===== src/rtl/instruction_queue.sv =====
// ---------------------------------------------------------------------------
// instruction_queue
//
// Purpose:
//   Small FIFO between fetch and decode. Each fetched (PC, instruction) pair
//   is captured so fetch can keep running while decode stalls. The oldest
//   entry is presented to decode with a valid/ready handshake
//   (first-word fall-through). A branch redirect (flush) discards every
//   buffered entry in a single cycle.
//
// Parameters:
//   DEPTH  number of entries (power of two, >= 2)
//   WIDTH  instruction word width in bits
//
// Ports:
//   clk        system clock, all state updates on the rising edge
//   reset      synchronous active-high reset (priority over flush)
//   flush      branch redirect, empties the queue at the next edge
//   in_valid   fetch is presenting an entry
//   in_pc      PC of the fetched instruction
//   in_instr   fetched instruction word
//   in_ready   queue can accept an entry this cycle
//   out_valid  head entry is valid
//   out_pc     PC of the head entry (0 when empty)
//   out_instr  instruction word of the head entry (0 when empty)
//   out_ready  decode consumes the head entry this cycle
//   count      current occupancy, 0..DEPTH
// ---------------------------------------------------------------------------
module instruction_queue #(
    parameter int DEPTH = 4,
    parameter int WIDTH = 32
) (
    input  logic                       clk,
    input  logic                       reset,
    input  logic                       flush,
    input  logic                       in_valid,
    input  logic [31:0]                in_pc,
    input  logic [WIDTH-1:0]           in_instr,
    output logic                       in_ready,
    output logic                       out_valid,
    output logic [31:0]                out_pc,
    output logic [WIDTH-1:0]           out_instr,
    input  logic                       out_ready,
    output logic [$clog2(DEPTH+1)-1:0] count
);

    localparam int PW = $clog2(DEPTH);
    localparam int CW = $clog2(DEPTH + 1);
    localparam logic [CW-1:0] FULL_COUNT = CW'(DEPTH);

    logic [31:0]      r_pcMem    [DEPTH];
    logic [WIDTH-1:0] r_instrMem [DEPTH];
    logic [PW-1:0]    r_rdPtr;
    logic [PW-1:0]    r_wrPtr;
    logic [CW-1:0]    r_count;

    logic w_empty;
    logic w_full;
    logic w_push;
    logic w_pop;

    // Handshake flags depend only on registered occupancy, so in_ready never
    // looks at out_ready: a full queue refuses a push even when a pop frees a
    // slot at the same edge.
    always_comb begin
        w_empty = (r_count == '0);
        w_full  = (r_count == FULL_COUNT);
        w_push  = in_valid && !w_full;
        w_pop   = out_ready && !w_empty;
    end

    // Head entry falls through combinationally; outputs are forced to zero
    // while empty so stale storage is never visible.
    always_comb begin
        in_ready  = !w_full;
        out_valid = !w_empty;
        count     = r_count;
        out_pc    = '0;
        out_instr = '0;
        if (!w_empty) begin
            out_pc    = r_pcMem[r_rdPtr];
            out_instr = r_instrMem[r_rdPtr];
        end
    end

    // Storage is deliberately not reset. A push in a reset or flush cycle is
    // dropped, so the array is only written for accepted entries.
    always_ff @(posedge clk) begin
        if (w_push && !reset && !flush) begin
            r_pcMem[r_wrPtr]    <= in_pc;
            r_instrMem[r_wrPtr] <= in_instr;
        end
    end

    // Pointers and occupancy. Reset and flush both return the queue to empty
    // and cancel any handshake in that cycle. Pointers wrap naturally because
    // DEPTH is a power of two.
    always_ff @(posedge clk) begin
        if (reset) begin
            r_rdPtr <= '0;
            r_wrPtr <= '0;
            r_count <= '0;
        end else if (flush) begin
            r_rdPtr <= '0;
            r_wrPtr <= '0;
            r_count <= '0;
        end else begin
            if (w_push) begin
                r_wrPtr <= r_wrPtr + PW'(1);
            end
            if (w_pop) begin
                r_rdPtr <= r_rdPtr + PW'(1);
            end
            case ({w_push, w_pop})
                2'b10:   r_count <= r_count + CW'(1);
                2'b01:   r_count <= r_count - CW'(1);
                default: r_count <= r_count;
            endcase
        end
    end

endmodule


===== config.mk =====
export PLATFORM = sky130hd
export DESIGN_NAME = instruction_queue
export DESIGN_NICKNAME = d
export VERILOG_FILES = /design/src/rtl/instruction_queue.sv
export SDC_FILE = /design/constraint.sdc
export NUM_CORES = 1
export LEC_CHECK = 0
export CORE_ASPECT_RATIO = 1.25
export CORE_MARGIN = 4
export CORE_UTILIZATION = 49
export DETAILED_ROUTE_END_ITERATION = 12
export PLACE_DENSITY = 0.75
export RECOVER_POWER = 25
export SYNTH_ARGS = -nofsm -noshare
export SYNTH_HDL_FRONTEND = slang
export SYNTH_SLANG_ARGS = --single-unit
export TNS_END_PERCENT = 30

===== constraint.sdc =====
create_clock -name clk -period 2.9 [get_ports clk]
set_clock_uncertainty 0.1 [all_clocks]
set_input_delay 0.435 -clock clk [delete_from_list [all_inputs] [get_ports clk]]
set_output_delay 0.435 -clock clk [all_outputs]
set_load 0.02 [all_outputs]

==> out/results.txt <==
status: finished clean
f_max: 359 MHz
post-synthesis sequential area ratio: 77.0%
DR vias/cell: 5.40
Crit. path cell count: 4
clock sinks: 265
GPL Wtd Cong: 0.762
CP required: 2370 ps
Leak Pwr: 4.37 nW
core area: 20300 um^2
maximum clock path buffer count: 3
ys flop type: edfxtp_1
max_cap viols: 0
synth-to-layout area growth: 25.2%
hold path cells: 2
Max IR drop VDD: 0.444 mV
Worst Path Max Fanout: 20
total wire length: 20.0 mm
R2R setup slack: 270 ps
setup bufs post-CTS: 0
antenna-violating nets left: 0
max-slew violation count: 0
cells along the critical path: buf_16 > mux4_2 > and2_1 > dlygate4sd2_1
normalized max-slew margin: 66.6%
Post-synth ARST share: 0%
number of enable-type register cells in the synthesized netlist: 256
largest net degree at the start of global routing: 66
RSZ-0062 raised after global routing: false
Chip Height: 169 um
total global routing overflow: 0
Core Rows: 58
first-pass GRT wire length: 30.4 mm
worst min path class: reg -> reg
die area: 23200 um^2
clk_lat worst skew: 510 ps
CTS tree: done
Hold WS: 436 ps
Synth cell types: 28
clock-pin slew of the registers on the worst-case setup and hold paths: 60 ps
fin nets: 689
power per standard cell area: 623 nW/um^2
CTS buffer count: 25
placed wire-length estimate: 12.1 mm
Critical Path Max Stage Delay: 530 ps
DIE WIDTH: 137 um
# IOs: 138
Synth Register Bits: 265
syn nets: 534
CTS root buf: clkbuf_16
Least-Margin Pin Slew: 494 ps
CTS Hold Bufs: 0
Post-Place Setup Slack: 244 ps
Worst EP arrival: 2250 ps
Initial Util: 50.3%
YS warnings: 0
non-filler cells, final: 904
fin crit share: 96.1%
r2r startpoint: count[2]$_SDFFE_PP0P_
Startpoint Class: flip-flop
hold violation total from the final report: 0
RR Endpoint: count[2]$_SDFFE_PP0P_
CP max-delay cell: mux4_2
Final Util: 63.0%
fraction of final layout cells sized beyond drive strength 1: 20.6%
Fin Setup TNS: 0 ps
routed len/inst: 22.1 um
PortBufs: 137
fin crit period: 2790 ps
Cell Area, Synth: 10200 um^2
Worst Path Buf+Inv: 2
Setup Viol. Count Final: 0
reg2reg path depth: 9
final worst slack: 112 ps
Vias: 4880
initial antenna violation count: 2
crit path capture type: output pin
WS Path Type: reg -> out
initial drt markers: 257
Avg Cell Area, Syn: 22.3 um^2
DRT Pass-1 Iters: 4
global-route usage over all layers: 17.3%
vias in the first global route: 5375
Mapped Cells: 459
CTS HTree Levels: 1
# DRC: 0
Critical Path End: out_instr[24]
CP top delay family: buffers and inverters
Cells after DPL: 856
[registers in the layout, indices dropped and copies added, names as in the netlist, named ones only]
register and flops:
r_pcMem 128, r_rdPtr 2, count 3, r_instrMem 128
r_wrPtr 2
[kinds of logic (layout without fill, tap and decap cells)]
group | after synthesis | count (layout) | share of synthesized area, %
muxes | 65 | 65 | 14.2
buffers and inverters | 30 | 203 | 2.29
and+or+nand+nor | 83 | 83 | 4.95
AOI/OAI and AO/OA | 6 | 6 | 0.428
other | 0 | 2 | 0
DFF | 265 | 265 | 77.0
adders and majority gates | 6 | 6 | 0.808
xor gates and xnor gates | 4 | 4 | 0.343
[worst min-delay path: stages (launching register included)]
cell and delay [ps]:
dfxtp_1 350, nand2_1 70, mux2i_1 60
[Yosys cell counts (all sizes together), types with 4 or more instances]
cell type	count	area, um^2
dfxtp	9	180
ha	5	62.6
and3	4	25.0
xor2	4	35.0
mux4	64	1440
edfxtp	256	7690
nor2	7	26.3
buf	14	173
inv	7	26.3
clkbuf	9	35.0
and2	65	409
[report_power, final]
group          leakage (nW)  switching [mW]  internal [mW]
sequential             2.39          0.0147           4.24
clock                 0.414            1.32           1.92
combinational          1.56           0.253          0.224
[metal layers]
layer / global-route usage (%) / vias to the layer above / share of wire (%)
li1: - / 2166 / -
met1: 21.7 / 2563 / 39
met2: 31.1 / 124 / 54
met3: 2.88 / 25 / 5.1
met4: 5.03 / 2 / 1.7
met5: 0 / - / 0.065
[layout make-up]
class                   instances  area, um^2
inverters                       7        26.3
well taps                     270         338
fillers                      1406        7520
diodes                          2        5.00
clock buffers                  31         678
flip-flops and latches        265        7880
multi-input cells             164        2140
repair buffers                151        1590
clock inverters                14         146
[metrics by stage]
| step | area [um^2] | power [mW] |
|---|---|---|
| 2_1_floorplan | 10200 | 4.57 |
| 3_3_place_gp | 12000 | 4.84 |
| 3_5_place_dp | 12000 | 4.86 |
| 4_1_cts | 12800 | 8.05 |
| 5_1_grt | 12800 | 8.24 |
| 6_report | 12800 | 7.97 |
[what timing repair did]
action	4_1_cts	5_1_grt
hold endpoints to repair	0	0
gates resized for setup	69	0
setup endpoints to repair	65	0
[worst min path at each step]
stage,start,end
6_report,r_wrPtr[0]$_SDFFE_PP0P_,r_wrPtr[0]$_SDFFE_PP0P_
5_1_grt,r_wrPtr[0]$_SDFFE_PP0P_,r_wrPtr[0]$_SDFFE_PP0P_
4_1_cts,r_wrPtr[0]$_SDFFE_PP0P_,r_wrPtr[0]$_SDFFE_PP0P_
3_5_place_dp,r_wrPtr[0]$_SDFFE_PP0P_,r_wrPtr[0]$_SDFFE_PP0P_
2_1_floorplan,r_wrPtr[0]$_SDFFE_PP0P_,r_wrPtr[0]$_SDFFE_PP0P_
3_3_place_gp,r_wrPtr[0]$_SDFFE_PP0P_,r_wrPtr[0]$_SDFFE_PP0P_
[cell usage in the layout (no fill, tap or decap), drive strengths merged]
| cell | instances |
|---|---|
| clkdlybuf4s50 | 34 |
| a21oi | 2 |
| or3b | 1 |
| or2 | 1 |
| clkinv | 11 |
| nand2 | 2 |
| and3 | 4 |
| mux2i | 1 |
| mux4 | 64 |
| nor2 | 7 |
| nand4 | 1 |
| dlygate4sd3 | 39 |
| or3 | 2 |
| buf | 14 |
| o311ai | 1 |
| bufinv | 3 |
| dlygate4sd2 | 64 |
| and2 | 65 |
| dfxtp | 9 |
| o21ai | 1 |
| diode | 2 |
| fa | 1 |
| clkbuf | 31 |
| inv | 7 |
| edfxtp | 256 |
| xor2 | 4 |
| ha | 5 |
| o31ai | 2 |
Note: power is estimated with default switching activity, not from simulation.
==> edit 1: new RTL, config.mk and constraints unchanged <==
Register the output `count`, with the module's reset; this adds one clock of latency there. The other outputs are not delayed to match.
--- a/src/rtl/instruction_queue.sv
+++ b/src/rtl/instruction_queue.sv
@@ -49,4 +49,6 @@
     localparam logic [CW-1:0] FULL_COUNT = CW'(DEPTH);
 
+    logic [$clog2(DEPTH+1)-1:0] count_d;
+
     logic [31:0]      r_pcMem    [DEPTH];
     logic [WIDTH-1:0] r_instrMem [DEPTH];
@@ -75,5 +77,5 @@
         in_ready  = !w_full;
         out_valid = !w_empty;
-        count     = r_count;
+        count_d   = r_count;
         out_pc    = '0;
         out_instr = '0;
@@ -120,4 +122,12 @@
     end
 
+    always_ff @(posedge clk) begin
+        if (reset) begin
+            count <= '0;
+        end else begin
+            count <= count_d;
+        end
+    end
+
 endmodule
 
Check against the original RTL: not equivalent (Yosys sat finds a counterexample within 4 cycles, from zero or initial values and one cycle with reset high).
==> edit 1 against the original RTL <==
- core utilization is 0.15 points lower
- die area up 0.19%
- critical path depth unchanged
- final cell count increased by 0.77%
- design area fell by 0.24%
- critical path type unchanged
- setup slack improved by 0.047 ns
- largest power group unchanged
- wire length down 1.9%
- sequential cell count grew 3
- total power fell by 2.3%
- synthesized area rose by 0.20%
- highest routed layer unchanged
- global-route usage decreased by 0.27 points
- count of clock-buffer cells in the layout down 3
==> edit 1: results (changes against the original RTL) <==
Outcome: finished clean
Critical Path End: out_instr[20]
Post-synth EDFFs: 256 (unchanged)
Syn nets: 540 (+1.1%)
Tot GR Track Use: 0.171 (-0.00265)
Ratio of cells with drive above 1 in the final layout: 0.194 (-0.0116)
Dominant cells by area after synthesis: edfxtp_1, mux4_2, and2_1, dfxtp_1, buf_6
Yosys cell types: 27 (-3.6%)
Number of global-route vias before repair: 5349 (-0.48%)
CTS Buf Count: 24 (-4.0%)
Antenna violations before repair: 3 (+1)
Final wirelength: 19.6 mm (-1.9%)
First-pass GRT wire length: 30.1 mm (-1.0%)
Nets: 696 (+1.0%)
Commonest cells in the synthesized netlist: edfxtp_1, and2_1, mux4_2, dfxtp_1, nor2_1
CP top delay family: buffers and inverters
CP max FO: 21 (+5.0%)
Final-layout fill cell count: 1419 (+0.92%)
Clock Tree Root: clkbuf_16
Clk Latency, worst-skew pair: 0.50 ns
Crit path DAT: 2.21 ns (-0.04 ns)
Slew Limit Headroom: 0.670 (+0.00323)
Placed cell area: 12000 um2 (+0.25%)
Pleak: 4.36 nW (about the same)
Longest Clk Path Bufs: 3 (unchanged)
Vias: 4902 (+0.45%)
DR iter-0 viols: 345 (+34%)
H-tree levels: 1 (unchanged)
Final Wtd Congestion: 0.720 (-5.5%)
Async S/R FF share, synth: 0 (unchanged)
Yosys warns: 0 (unchanged)
Multi-input logic area: 2150 um2 (+0.58%)
Worst R2R End: count_d[2]$_SDFFE_PP0P_
DR pass1 iterations: 4 (unchanged)
Max rail drop VDD: 0.000461 V (+4.0%)
Largest net degree at the start of global routing: 44 (-33%)
Reg2reg path depth: 9 (unchanged)
Flop-to-flop setup slack: 0.26 ns
Hold crit path type: flop to flop
HPWL after DPL: 12.0 mm (-0.48%)
Worst r2r src: count_d[2]$_SDFFE_PP0P_
Register area share after synthesis: 0.774 (+0.00436)
Crit-path max cell delay: 0.54 ns
Regs by FF count: r_instrMem (128), r_pcMem (128)
## edit 1: cell types whose count changed after synthesis
cell / unedited run / this run
buf_12: 6 / 0
buf_6: 2 / 8
dfxtp_1: 9 / 12
nor2_1: 7 / 9
nor2b_1: 0 / 1
or3_1: 1 / 2
or3_2: 1 / 0
## edit 1: timing repair
| action | CTS | global route |
|---|---|---|
| cloned | 1 | 0 |
| pin swaps | 0 | 0 |
| resized for setup | 66 | 1 |
| setup buffers | 1 | 0 |
| endpoints found under the setup margin | 64 | 1 |
## edit 1: layout make-up
type	instances	area share
inverter	7	0.00206
multi-input combinational	167	0.169
clock buffer	28	0.0499
antenna	2	0.000392
tap	270	0.0265
timing repair buffer	153	0.121
clock inverter	16	0.00961
sequential	268	0.622
## edit 1: power by group
group          internal, mW  switching, mW
Sequential             4.28         0.0143
Clock                  1.74           1.28
Combinational         0.222          0.249
## edit 1: cells by family after synthesis
family                   after synthesis  synth area share
AND/OR/NAND/NOR                       86            0.0506
multiplexers                          65             0.142
XOR/XNOR                               4           0.00342
AO/OA/AOI/OAI                          6           0.00428
flip-flops                           268             0.774
adder cells (fa/ha/maj)                6           0.00806
buffers and inverters                 30            0.0177
## edit 1: metrics by stage
step | instances | worst slack, ns
after detailed placement | 863 | 0.271
after floorplan | 465 | -0.0362
after CTS | 909 | -0.0582
final | 911 | 0.159
after global routing | 910 | 0.0496
after global placement | 863 | 0.364
## edit 1: worst min path at each step
stage	from	to	slack [ns]
finish	r_wrPtr[0]$_SDFFE_PP0P_	r_wrPtr[0]$_SDFFE_PP0P_	0.41
global route	r_wrPtr[0]$_SDFFE_PP0P_	r_wrPtr[0]$_SDFFE_PP0P_	0.44
CTS	r_wrPtr[0]$_SDFFE_PP0P_	r_wrPtr[0]$_SDFFE_PP0P_	0.41
detailed placement	r_wrPtr[0]$_SDFFE_PP0P_	r_wrPtr[0]$_SDFFE_PP0P_	0.40
global placement	r_wrPtr[0]$_SDFFE_PP0P_	r_wrPtr[0]$_SDFFE_PP0P_	0.38
floorplan	r_wrPtr[0]$_SDFFE_PP0P_	r_wrPtr[0]$_SDFFE_PP0P_	0.37
## edit 1: layer usage
| metal | part of all wire | wire length, um | GRT usage |
|---|---|---|---|
| met1 | 0.40 | 7740 | 0.220 |
| met4 | 0.014 | 276 | 0.0386 |
| met3 | 0.050 | 989 | 0.0291 |
| met2 | 0.54 | 10600 | 0.304 |
| met5 | 0.0013 | 25 | 0 |
## edit 1: worst register-to-register path, stage by stage (launching register included)
cell and delay [ns]:
dfxtp_1 0.44, or3b_4 0.45, and2_4 0.21, inv_1 0.06, ha_1 0.20, inv_1 0.07, fa_1 0.40, xor2_1 0.17
or3_1 0.31, a21oi_1 0.16
==> edit 2: new RTL, same flow settings <==
Without the edit above. Change the parameter `WIDTH` from 32 to 24.
--- a/src/rtl/instruction_queue.sv
+++ b/src/rtl/instruction_queue.sv
@@ -29,5 +29,5 @@
 module instruction_queue #(
     parameter int DEPTH = 4,
-    parameter int WIDTH = 32
+    parameter int WIDTH = 24
 ) (
     input  logic                       clk,
Ports: changed (resized in_instr and out_instr); port bits go from 138 to 122. The function was not compared with the original's and may differ.
==> edit 2 against the original RTL <==
- synthesized area is 12% lower
- design area is 12% lower
- sequential cell count is 32 lower
- total power is 11% lower
- non-clock buffer count is 16 lower
- via count is 13% lower
- clock power is 11% lower
- wire length is 17% lower
- setup slack worse by 0.040 ns
- sequential power is 12% lower
- worst hold slack worse by 0.043 ns
==> edit 2: results (changes against the original RTL) <==
Outcome: finished clean
GR Util met3: 0.0302 (+0.00144)
Via density: 5.36 (-0.76%)
Commonest cells in the synthesized netlist: edfxtp_1, nor2b_1, mux4_2, dfxtp_1, buf_2
Seq cells: 233 (-12%)
Number of global-route vias before repair: 4760 (-11%)
Seq group: 3.74 mW (-12%)
DP Cell Count: 750 (-12%)
GR met1 Demand/Resource: 0.208 (-0.00951)
Yosys cell types: 25 (-11%)
Largest net degree at the start of global routing: 57 (-14%)
Synth Instances: 410 (-11%)
CP max FO: 12 (-40%)
Max rail drop VDD: 0.000482 V (+8.7%)
Pleak: 3.88 nW (-11%)
Comb power frac: 0.063 (+0.003)
Post-synth EDFFs: 224 (-13%)
Internal: 5.69 mW (-11%)
Antenna violations before repair: 4 (+2)
Number of port buffers: 121 (-12%)
Multi-Input Combinational: 150 (-8.5%)
Signal buf overhead: 0.126 (+0.00215)
Fin area: 11300 um2 (-12%)
Min-delay src: r_rdPtr[1]$_SDFFE_PP0P_
Syn nets: 477 (-11%)
PostCTS Resize Cnt: 42 (-39%)
DR iter-0 viols: 282 (+9.7%)
Final-layout fill cell count: 1254 (-11%)
Met3 wire len: 807 um (-21%)
Clock-cell share of area: 0.0666 (+0.00215)
CTS Buf Count: 22 (-12%)
P_comb: 0.444 mW (-6.9%)
Vias: 4259 (-13%)
Final Wtd Congestion: 0.801 (+5.2%)
Flop-to-flop setup slack: 0.24 ns (-0.03 ns)
HPWL after DPL: 9.72 mm (-19%)
WHS: 0.393 ns (-0.0434 ns)
Ratio of cells with drive above 1 in the final layout: 0.200 (-0.00570)
Met2 Use GR: 0.286 (-0.0249)
Fraction of area in registers: 0.611 (-0.00437)
-- edit 2: cell types whose count changed after synthesis, moves of 3 or more --
| cell | before | now |
|---|---|---|
| and2_1 | 64 | 1 |
| nor2b_1 | 0 | 57 |
| mux4_2 | 64 | 56 |
| buf_6 | 2 | 6 |
| nor2_1 | 7 | 4 |
| edfxtp_1 | 256 | 224 |
| o21ai_0 | 1 | 4 |
| buf_12 | 6 | 0 |
-- edit 2: kinds of logic (layout without fill, tap and decap cells) --
group                    count (synthesis)  after routing  share of synthesized area
AO/OA/AOI/OAI                            8              8                    0.00531
flip-flops                             233            233                      0.771
adder cells (fa/ha/maj)                  6              6                    0.00922
XOR/XNOR                                 2              2                    0.00196
multiplexers                            57             57                      0.142
buffers and inverters                   27            182                     0.0175
AND/OR/NAND/NOR                         77             77                     0.0527
other                                    0              2                          0
-- edit 2: worst max-delay path: stages (launching register included) --
cell and delay (ns):
dfxtp_4 0.42, clkbuf_16 0.22, mux4_2 0.49, nor2b_1 0.14
clkdlybuf4s50_1 0.54
